--- src/rtl/riscv_mem_pkg.sv ---
// Shared load/store encodings and LSU state type for the core's memory path.
package riscv_mem_pkg;

    localparam logic [2:0] F3_LB  = 3'b000;
    localparam logic [2:0] F3_LH  = 3'b001;
    localparam logic [2:0] F3_LW  = 3'b010;
    localparam logic [2:0] F3_LBU = 3'b100;
    localparam logic [2:0] F3_LHU = 3'b101;
    localparam logic [2:0] F3_SB  = 3'b000;
    localparam logic [2:0] F3_SH  = 3'b001;
    localparam logic [2:0] F3_SW  = 3'b010;

    localparam logic [2:0] STORE_OP_WORD = 3'b010;

    typedef enum logic [1:0] {
        IDLE  = 2'd0,
        READ  = 2'd1,
        WRITE = 2'd2,
        RESP  = 2'd3
    } lsu_state_t;

    function automatic logic funct3_legal(input logic is_store, input logic [2:0] funct3);
        if (is_store) begin
            return (funct3 == F3_SB) || (funct3 == F3_SH) || (funct3 == F3_SW);
        end
        return (funct3 == F3_LB) || (funct3 == F3_LH) || (funct3 == F3_LW) ||
               (funct3 == F3_LBU) || (funct3 == F3_LHU);
    endfunction

endpackage

--- src/rtl/lsu_align.sv ---
// Combinational lane logic: extract and extend loaded bytes/halves, merge
// store bytes/halves into a previously read word.
module lsu_align
    import riscv_mem_pkg::*;
(
    input  logic [1:0]  byte_sel,
    input  logic [2:0]  funct3,
    input  logic [31:0] word,
    input  logic [31:0] wdata,
    output logic [31:0] load_data,
    output logic [31:0] store_data
);

    logic [4:0]  byte_shift;
    logic [4:0]  half_shift;
    logic [7:0]  lane_byte;
    logic [15:0] lane_half;

    assign byte_shift = {byte_sel, 3'b000};
    assign half_shift = {byte_sel[1], 4'b0000};
    assign lane_byte  = 8'(word >> byte_shift);
    assign lane_half  = 16'(word >> half_shift);

    always_comb begin
        load_data = 32'h0;
        case (funct3)
            F3_LB:   load_data = {{24{lane_byte[7]}}, lane_byte};
            F3_LH:   load_data = {{16{lane_half[15]}}, lane_half};
            F3_LW:   load_data = word;
            F3_LBU:  load_data = {24'h0, lane_byte};
            F3_LHU:  load_data = {16'h0, lane_half};
            default: load_data = 32'h0;
        endcase
    end

    // Sub-word stores clear the target lane of the read word, then OR in the new lane.
    always_comb begin
        store_data = wdata;
        case (funct3)
            F3_SB:   store_data = (word & ~(32'h0000_00FF << byte_shift)) |
                                  (32'(wdata[7:0]) << byte_shift);
            F3_SH:   store_data = (word & ~(32'h0000_FFFF << half_shift)) |
                                  (32'(wdata[15:0]) << half_shift);
            default: store_data = wdata;
        endcase
    end

endmodule

--- src/rtl/load_store_unit.sv ---
// Load/store unit: turns funct3-encoded core requests into word-wide memory
// accesses with read-modify-write for SB/SH and extended load results.
module load_store_unit
    import riscv_mem_pkg::*;
#(
    parameter logic [31:0] DATA_BASE  = 32'h0000_0000,
    parameter int          DATA_WORDS = 768
) (
    input  logic        clk,
    input  logic        reset_n,
    input  logic        req_valid,
    output logic        req_ready,
    input  logic        req_is_store,
    input  logic [2:0]  req_funct3,
    input  logic [31:0] req_addr,
    input  logic [31:0] req_wdata,
    output logic        resp_valid,
    output logic [31:0] resp_rdata,
    output logic        resp_error,
    output logic [31:0] mem_addr,
    output logic        mem_read_enable,
    output logic        mem_write_enable,
    output logic        read_from_reg,
    output logic [2:0]  store_operation,
    output logic [31:0] data_from_reg,
    input  logic [31:0] mem_read_data,
    output lsu_state_t  debug_state
);

    // Handshake: a request is taken on a rising edge where req_valid && req_ready;
    // req_ready is high only in IDLE, resp_valid is a single-cycle pulse in RESP.

    localparam logic [31:0] DATA_SPAN = 32'(DATA_WORDS * 4);

    lsu_state_t  state, next_state;
    logic [31:0] addr_q;
    logic [2:0]  funct3_q;
    logic        store_q;
    logic [31:0] wdata_q;
    logic        err_q;
    logic [31:0] rdata_q;

    logic [32:0] offset;
    logic        in_range;
    logic        misaligned;
    logic        req_err;
    logic        accept;
    logic [31:0] load_data;
    logic [31:0] store_data;

    // 33-bit difference so an address below DATA_BASE shows up as a borrow.
    assign offset   = {1'b0, req_addr} - {1'b0, DATA_BASE};
    assign in_range = !offset[32] && (offset[31:0] < DATA_SPAN);

    always_comb begin
        misaligned = 1'b0;
        case (req_funct3)
            F3_LH, F3_LHU: misaligned = req_addr[0];
            F3_LW:         misaligned = |req_addr[1:0];
            default:       misaligned = 1'b0;
        endcase
    end

    assign req_err = !funct3_legal(req_is_store, req_funct3) || misaligned || !in_range;
    assign accept  = req_valid && req_ready;

    always_ff @(posedge clk or negedge reset_n) begin
        if (!reset_n) begin
            state    <= IDLE;
            addr_q   <= 32'h0;
            funct3_q <= 3'b000;
            store_q  <= 1'b0;
            wdata_q  <= 32'h0;
            err_q    <= 1'b0;
            rdata_q  <= 32'h0;
        end else begin
            state <= next_state;
            if (accept) begin
                addr_q   <= req_addr;
                funct3_q <= req_funct3;
                store_q  <= req_is_store;
                wdata_q  <= req_wdata;
                err_q    <= req_err;
            end
            if (state == READ) begin
                rdata_q <= mem_read_data;
            end
        end
    end

    always_comb begin
        next_state = state;
        case (state)
            IDLE: begin
                if (accept) begin
                    if (req_err) begin
                        next_state = RESP;
                    end else if (req_is_store && (req_funct3 == F3_SW)) begin
                        next_state = WRITE;
                    end else begin
                        next_state = READ;
                    end
                end
            end
            READ:    next_state = store_q ? WRITE : RESP;
            WRITE:   next_state = RESP;
            RESP:    next_state = IDLE;
            default: next_state = IDLE;
        endcase
    end

    lsu_align u_align (
        .byte_sel   (addr_q[1:0]),
        .funct3     (funct3_q),
        .word       (rdata_q),
        .wdata      (wdata_q),
        .load_data  (load_data),
        .store_data (store_data)
    );

    always_comb begin
        req_ready        = 1'b0;
        resp_valid       = 1'b0;
        resp_rdata       = 32'h0;
        resp_error       = 1'b0;
        mem_addr         = 32'h0;
        mem_read_enable  = 1'b0;
        mem_write_enable = 1'b0;
        read_from_reg    = 1'b0;
        data_from_reg    = 32'h0;
        case (state)
            IDLE: req_ready = 1'b1;
            READ: begin
                mem_addr        = {addr_q[31:2], 2'b00};
                mem_read_enable = 1'b1;
            end
            WRITE: begin
                mem_addr         = {addr_q[31:2], 2'b00};
                mem_write_enable = 1'b1;
                read_from_reg    = 1'b1;
                data_from_reg    = store_data;
            end
            RESP: begin
                resp_valid = 1'b1;
                resp_error = err_q;
                resp_rdata = (store_q || err_q) ? 32'h0 : load_data;
            end
            default: req_ready = 1'b0;
        endcase
    end

    assign store_operation = STORE_OP_WORD;
    assign debug_state     = state;

endmodule

--- config.mk ---
export PLATFORM = sky130hd
export DESIGN_NAME = load_store_unit
export DESIGN_NICKNAME = d
export VERILOG_FILES = /design/src/rtl/riscv_mem_pkg.sv /design/src/rtl/lsu_align.sv /design/src/rtl/load_store_unit.sv
export SDC_FILE = /design/constraint.sdc
export NUM_CORES = 1
export LEC_CHECK = 0
export CAP_MARGIN = 20
export CELL_PAD_IN_SITES_DETAIL_PLACEMENT = 1
export CELL_PAD_IN_SITES_GLOBAL_PLACEMENT = 1
export CORE_AREA = 2 2 110 192
export CTS_CLUSTER_DIAMETER = 120
export DETAILED_ROUTE_END_ITERATION = 12
export DIE_AREA = 0 0 112 194
export DONT_BUFFER_PORTS = 1
export GPL_ROUTABILITY_DRIVEN = 1
export PLACE_DENSITY = 0.62
export RECOVER_POWER = 50
export SYNTH_ARGS = -nofsm -noshare
export SYNTH_HDL_FRONTEND = slang
export SYNTH_SLANG_ARGS = --single-unit
--- constraint.sdc ---
create_clock -name clk -period 3.8 [get_ports clk]
set_clock_uncertainty 0.2 [all_clocks]
set_input_delay 1.14 -clock clk [delete_from_list [all_inputs] [get_ports clk]]
set_output_delay 1.14 -clock clk [all_outputs]
set_load 0.05 [all_outputs]
Word level (Yosys, flattened, before mapping)
Cells that the tools add are included.
Widths: inputs -> output; s select.
{"block": "word_totals", "reg_bits": 103, "inputBits": 103, "output_inout_bits": 107, "elab_cells": 69}
{"block": "classes", "muxes": 20, "bitwise": 6, "eq_ne": 12, "shift": 6, "reduce_logical": 17, "order_cmp": 1}
{"op": "$pmux 32 s5", "count": 1}
{"op": "$mux 32", "count": 4}
{"op": "$and 32x32->32", "count": 2}
{"op": "$not 32->32", "count": 2}
{"op": "$or 32x32->32", "count": 2}
{"op": "$pmux 32 s2", "count": 1}
{"op": "$lt 32x12->1 const B", "count": 1}
{"op": "$shl 16x5->32", "count": 1}
{"op": "$shl 16x5->32 const A", "count": 1}
{"op": "$shl 8x5->32", "count": 1}
{"op": "$shl 8x5->32 const A", "count": 1}
{"op": "$shr 32x5->16", "count": 1}
{"op": "$shr 32x5->8", "count": 1}
{"op": "$eq 3x3->1 const B", "count": 4}
{"op": "$mux 1", "count": 9}
{"op": "$pmux 2 s4", "count": 1}
{"op": "$logic_or 1x1->1", "count": 7}
{"op": "$eq 3x1->1 const B", "count": 2}
{"op": "$eq 3x2->1 const B", "count": 2}
{"op": "$logic_not 3->1", "count": 2}
{"op": "$mux 2", "count": 3}
{"op": "$reduce_or 2->1", "count": 3}
{"op": "$eq 2x2->1 const B", "count": 2}
{"op": "$eq 2x1->1 const B", "count": 1}
{"op": "5 further kinds", "count": 7}

Logic depth before layout (Yosys ltp)
{"block": "logic_depth", "word_depth": 12, "depth_mapped": 7, "ltp_nobuf": 5}

By module
A second synthesis with hierarchy kept.
{"block": "unflattened", "hier_cells": 582, "area_unflattened_um2": 6253.5}
{"module": "load_store_unit", "cells_per_inst": 358, "n_inst": 1, "area_each_um2": 4747.1}
{"module": "lsu_align", "cells_per_inst": 224, "n_inst": 1, "area_each_um2": 1506.4}

Worst setup path before layout
Ideal clock, no wire load.
{"block": "synth_path", "path_type": "register to output", "from": "register state[1] (netlist: debug_state[1])", "to": "output port resp_rdata[1]", "stages_incl_launch_ff": 5, "path_slack_ns": -0.808, "required_ns": 2.460, "n_path_buf": 1, "arrival_ns": 3.268, "cell_sequence": "dfrtp_1 ha_1 nand3_1 clkbuf_1 nor4_1"}
{"block": "synth_between", "elab_chain_cells": 2}
{"element": "start: declaration", "line": "load_store_unit.sv:35", "source": "lsu_state_t state, next_state;"}
{"element": "start signal: assignment", "line": "load_store_unit.sv:77", "source": "state <= next_state;"}
{"element": "$eq 2x2->1", "line": "load_store_unit.sv:131", "source": "case (state)"}
{"element": "$mux 32", "line": "load_store_unit.sv:131"}
{"element": "end: declaration", "line": "load_store_unit.sv:18", "source": "output logic [31:0] resp_rdata,"}
Every way passes these cells.

Worst setup path after layout
{"block": "layout_path", "from": "register funct3_q[0]", "to": "output port resp_rdata[4]"}
{"block": "layout_between", "elab_chain_cells": 4, "elab_cells_between_ends": 8}
{"element": "start: declaration", "line": "load_store_unit.sv:37", "source": "logic [2:0] funct3_q;"}
{"element": "start signal: assignment", "line": "load_store_unit.sv:80", "source": "funct3_q <= req_funct3;"}
{"element": "$eq 3x3->1, or another cell as far along", "line": "lsu_align.sv:26", "source": "case (funct3)"}
{"element": "$pmux 32 s5 (*)", "line": "lsu_align.sv:26"}
{"element": "$mux 32 (*)", "line": "load_store_unit.sv:146", "source": "resp_rdata = (store_q || err_q) ? 32'h0 : load_data;"}
{"element": "$mux 32 (*)", "line": "load_store_unit.sv:131"}
Every way passes the cells marked *; elsewhere a longest branch is shown, timed or not.

==> impl_metrics.tcl <==
set metrics [dict create \
    status "finished with violations" \
    violations "max-capacitance violations, max-slew violations" \
    drc 0 \
    drtIter0Drc 138 \
    globalRouteOverflowTotal 0 \
    worstSkewPairLatency_ns 0.36 \
    grt_max_degree 104 \
    reg2reg_from "debug_state[1]" \
    fin_util 0.398 \
    worst_slack_ns 0.0906 \
    cap_violations 2 \
    avgSynthCellArea_sq_um 10.9 \
    dp_hpwl_mm 16.8 \
    worstPathRequired_ns 2.46 \
    final-setup-viol-count 0 \
    layout_min_cycle_time_ns 3.71 \
    yosysTopAreaCellShare 0.431 \
    netlist_instances 549 \
    globalplace.congestion 0.875 \
    core_area_sq_um 20200 \
    min_path_type "primary input to asynchronous set/reset pin" \
    drive_gt1_frac 0.479 \
    synth_cell_types 50 \
    avgRoutedWirePerCell_um 24.2 \
    first_pass_iters 4 \
    synth_edf_count 0 \
    fmax_mhz 270 \
    die-area_sq_um 21700 \
    cts.root.buffer_cell "clkbuf_16" \
    die_h_um 194 \
    yosys_warnings 0 \
    setup_tns_ns 0 \
    arrival_ns 2.37 \
    track_usage 0.197 \
    antenna_found_initial 5 \
    min_period_over_period 0.976 \
    clkTransAtPathRegs_ns 0.07 \
    grt_pass1_vias 5288 \
    worst_setup_path_end_kind "output port" \
    synthToLayoutAreaGrowth_pct 34.2 \
    synth_area_leaders "dfrtp_1, mux2_2, a22oi_1, and2_1, a21oi_1" \
    max_slew.worst_pin.slew_ns 1.95 \
    ys_seq_elements 103 \
    reg2reg_depth 4 \
    maxSlewViolCount 107 \
    ios 210 \
    cp_max_fo 14 \
    synthArstFlopShare 1.00 \
    grt_pass1_wl_mm 32.2 \
    reg2reg_slack_ns 0.47 \
    io_buffers 0 \
    rsz0062_at_grt "no" \
    timing.rr.end "rdata_q[15]" \
    start_util 0.296 \
    vias 4721 \
    fp.dieW_um 112 \
    clockBufferDepth 2 \
    start_kind "register" \
    cts_tree "yes" \
    yosysTopAreaCell "dfrtp_1" \
    criticalPathCategory "register to output port" \
    cts_buffers 9 \
    cts.sinks 103 \
    hold_viol 0 \
    yosysSeqAreaShare 0.431 \
    h-tree-depth 3 \
    nNetsFinal 734 \
    synth.cell_area_sq_um 5990 \
    pre_cts_slack_ns 0.393 \
    postRouteAntennaNets 0 \
    num_rows 69 \
    relSlewSlack -0.298 \
    ys.flop_type "dfrtp_1" \
    routed_wl_mm 21.4 \
    vias_per_cell 5.35 \
]
==> cell usage after synthesis (9+ instances only) <==
cell type and number:
a21oi_1 31, a21oi_2 10, a22oi_1 31, and2_1 31, buf_2 9, buf_4 9
clkbuf_1 24, dfrtp_1 103, mux2_2 125, mux2i_1 10, nand2_1 30, nor2_1 19
nor2b_1 16, nor4_1 10, o21ai_0 31
==> placed cells by master, fill, tap and decap left out, drive strengths merged, types with 14 or more instances in the layout <==
master  count
mux2      131
buf       106
dfrtp     103
a21oi      41
o21ai      35
nand2      32
a22oi      31
and2       31
nor2       20
nor2b      16
clkbuf     14
==> cells by family (layout without fill, tap and decap cells) <==
kind of cell,count (synthesis),in the layout,share of synthesized area
other,2,7,0.00125
DFF,103,103,0.431
and+or+nand+nor,124,124,0.114
buffers and inverters,50,130,0.0429
muxes,142,142,0.267
adders and majority gates,4,4,0.00836
AOI/OAI and AO/OA,124,124,0.136
==> through the flow <==
step / hold WS [ns] / cell area [sq um] / instances
floorplan: 0.264 / 6180 / 552
global placement: 0.281 / 7720 / 864
detailed placement: 0.286 / 7720 / 864
CTS: 0.260 / 8050 / 880
global route: 0.254 / 8040 / 882
finish: 0.272 / 8040 / 882
==> flip-flops by register name (all words and copies together), names as in the netlist <==
name         cells
rdata_q         32
addr_q          32
err_q            1
wdata_q         32
debug_state      2
store_q          1
funct3_q         3
==> layer usage <==
| layer | vias up | GRT usage | part of all wire |
|---|---|---|---|
| li1 | 2136 | - | - |
| met1 | 2371 | 0.191 | 0.34 |
| met2 | 166 | 0.380 | 0.57 |
| met3 | 42 | 0.0588 | 0.060 |
| met4 | 6 | 0.0804 | 0.033 |
| met5 | - | 0 | 0.0018 |
==> worst max-delay path, cell delays in order, from the launching register on <==
cell	delay [ns]
dfrtp_1	0.57
or3b_1	0.58
a211oi_1	0.61
nor4_4	0.08
buf_12	0.17
==> worst max path at each step <==
stage,from,slack [ns],end
after detailed placement,funct3_q[0],0.39,resp_rdata[0]
after global placement,funct3_q[0],0.54,resp_rdata[4]
after global routing,funct3_q[1],0.02,data_from_reg[8]
after floorplan,debug_state[0],-0.30,data_from_reg[10]
after CTS,funct3_q[0],0.06,resp_rdata[4]
final,funct3_q[0],0.09,resp_rdata[4]
==> final cells by class <==
type,instances,area [sq um]
Antenna cell,2,5.00
Clock buffer,10,229
Clock inverter,6,97.6
Fill cell,2183,12200
Inverter,4,15.0
Multi-Input combinational cell,399,3360
Sequential cell,103,2580
Tap cell,248,310
Timing Repair Buffer,110,1440
==> what timing repair did <==
item,CTS,global route
hold buffers,0,0
gates resized for setup,1,0
endpoints found under the setup margin,1,0
endpoints found under the hold margin,0,0
buffers inserted,0,0
Power is left out: the tool's default activity adds up to more than one toggle a clock period on the data nets, which glitch-free logic cannot reach.
==> RTL change, RTL diff (same flow settings) <==
Set the parameter `DATA_WORDS` to 384 (it was 768).
--- a/src/rtl/load_store_unit.sv
+++ b/src/rtl/load_store_unit.sv
@@ -6,3 +6,3 @@
     parameter logic [31:0] DATA_BASE  = 32'h0000_0000,
-    parameter int          DATA_WORDS = 768
+    parameter int          DATA_WORDS = 384
 ) (
Check against the original RTL: not equivalent (Yosys sat finds a counterexample within 4 cycles, from zero or initial values and one cycle with reset_n low).
==> RTL change against the original RTL <==
The flow still finishes with violations (capacitance limit, slew limit). Routed wire length up 5.0%. Final area shrank 7.3%. Synthesized area down 0.21%. Worst setup slack gained 0.0079 ns. Final cell count is 0.23% lower. Sequential cell count stayed put.
==> RTL change: results (changes against the original RTL) <==
Lkg Pwr=3.18 nW; GRT Total Usage=20.3% (+0.58 points); worst stage delay on the critical path=0.54 ns (-0.07 ns); WL final=22.4 mm (+5.0%); Synth warnings=0 (unchanged); Largest regs=addr_q (32), rdata_q (32), wdata_q (32); first-pass GRT wire length=32.9 mm (+2.2%); Slew HR=-28.0% (+1.8 points); Clock Latency Late Sink=0.36 ns (about the same); routability cong.=0.841 (-3.9%); Max Slew Vio Count=105 (-1.9%); crit-path max FO=13 (-1); mux contribution to synthesized area=26.9% (+0.24 points); Commonest cells post-synth=dfrtp_1 (103), mux2_2 (100), mux2i_1 (46), nand2_1 (34), and2_1 (31); Seq/Total Area, Yosys=43.2% (+0.090 points); H-tree levels=3 (unchanged); Detailed Route Iter0 Violations=188 (+36%); Unique masters post-synth=49 (-2.0%); layout cells sized above 1=44.1% (-3.8 points); CP top delay family=simple AND/OR/NAND/NOR gates; Detail Placement HPWL=17.1 mm (+2.1%); cell count of the worst reg-to-reg path=7 (+3); vias in the first global route=5259 (-0.55%); Pre-antenna DRT Iters=4 (unchanged); Vias=4816 (+2.0%); post-synthesis xor/xnor area fraction=0% (unchanged); Post-Synth Adder-Cell Area=0.838% (+0.0018 points); largest net degree at the start of global routing=104 (unchanged); final-stage net count=730 (-0.54%); Max-cap violations=2 (unchanged); slowest CP cell=or3b_2; Setup Slack @ Placement=0.380 ns (-0.0132 ns); status=finished with violations; Compound-Gate Fraction of Synth Area=14.5% (+0.82 points); failing checks=capacitance limit, slew limit; Area after DPL=0.00714 sq mm (-7.6%); Synth area leaders=dfrtp_1 (43%), mux2_2 (19%), mux2i_1 (7.7%); asr flop ratio synth=100% (unchanged)
[RTL change: cell count changes in the layout (fill, tap and decap cells not counted), moves of 8 or more]
cell     before  now
buf_12       50   14
mux2i_1      10   46
buf_4        56   90
mux2_2      125  100
a22oi_1      31   14
o221a_2       1   13
a21oi_2      36   27
o22a_1        1    9
[RTL change: worst paths after layout]
kind	from	slack [ns]	endpoint
worst max-delay path	funct3_q[1]	0.1	resp_rdata[3]
worst min-delay path	reset_n	0.27	wdata_q[6]
worst max register to register	debug_state[1]	0.35	debug_state[0]
worst min register to register	addr_q[19]	0.30	addr_q[19]
max in group asynchronous	reset_n	2.95	addr_q[1]
min in group clk	addr_q[19]	0.30	addr_q[19]
[RTL change: final cells by class]
cell class,count,area [sq um]
Inverter,6,22.5
Sequential cell,103,2580
Clock buffer,11,243
Clock inverter,5,57.6
Timing Repair Buffer,108,972
Multi-Input combinational cell,395,3250
Antenna cell,4,10.0
Fill cell,2274,12800
Tap cell,248,310
[RTL change: cells by family (layout without fill, tap and decap cells)]
| family | after synthesis | count (layout) |
|---|---|---|
| flip-flops | 103 | 103 |
| multiplexers | 147 | 147 |
| other | 2 | 9 |
| AND/OR/NAND/NOR | 118 | 118 |
| AO/OA/AOI/OAI | 121 | 121 |
| adder cells (fa/ha/maj) | 4 | 4 |
| buffers and inverters | 50 | 130 |
[RTL change: power by group]
| part | internal [mW] | total (mW) | switching [mW] |
|---|---|---|---|
| registers | 1.66 | 2.39 | 0.730 |
| logic | 2.03 | 5.42 | 3.39 |
| clock network | 0.530 | 0.988 | 0.457 |
| total | 4.22 | 8.79 | 4.58 |
[RTL change: what timing repair did]
item | CTS | global route
setup buffers | 1 | 0
gates resized for setup | 1 | 1
setup endpoints to repair | 6 | 3
pin swaps | 1 | 0
[RTL change: metrics by stage]
stage	cells	total power, mW
3_3_place_gp	859	7.70
4_1_cts	876	8.86
5_1_grt	880	9.23
2_1_floorplan	548	6.08
3_5_place_dp	859	7.83
6_report	880	8.79
[RTL change: metal layers]
| metal | track usage (%) | part of all wire, % |
|---|---|---|
| met1 | 19.3 | 34 |
| met4 | 9.76 | 4.0 |
| met2 | 39.8 | 57 |
| met3 | 4.81 | 5.6 |
| met5 | 0 | 0 |
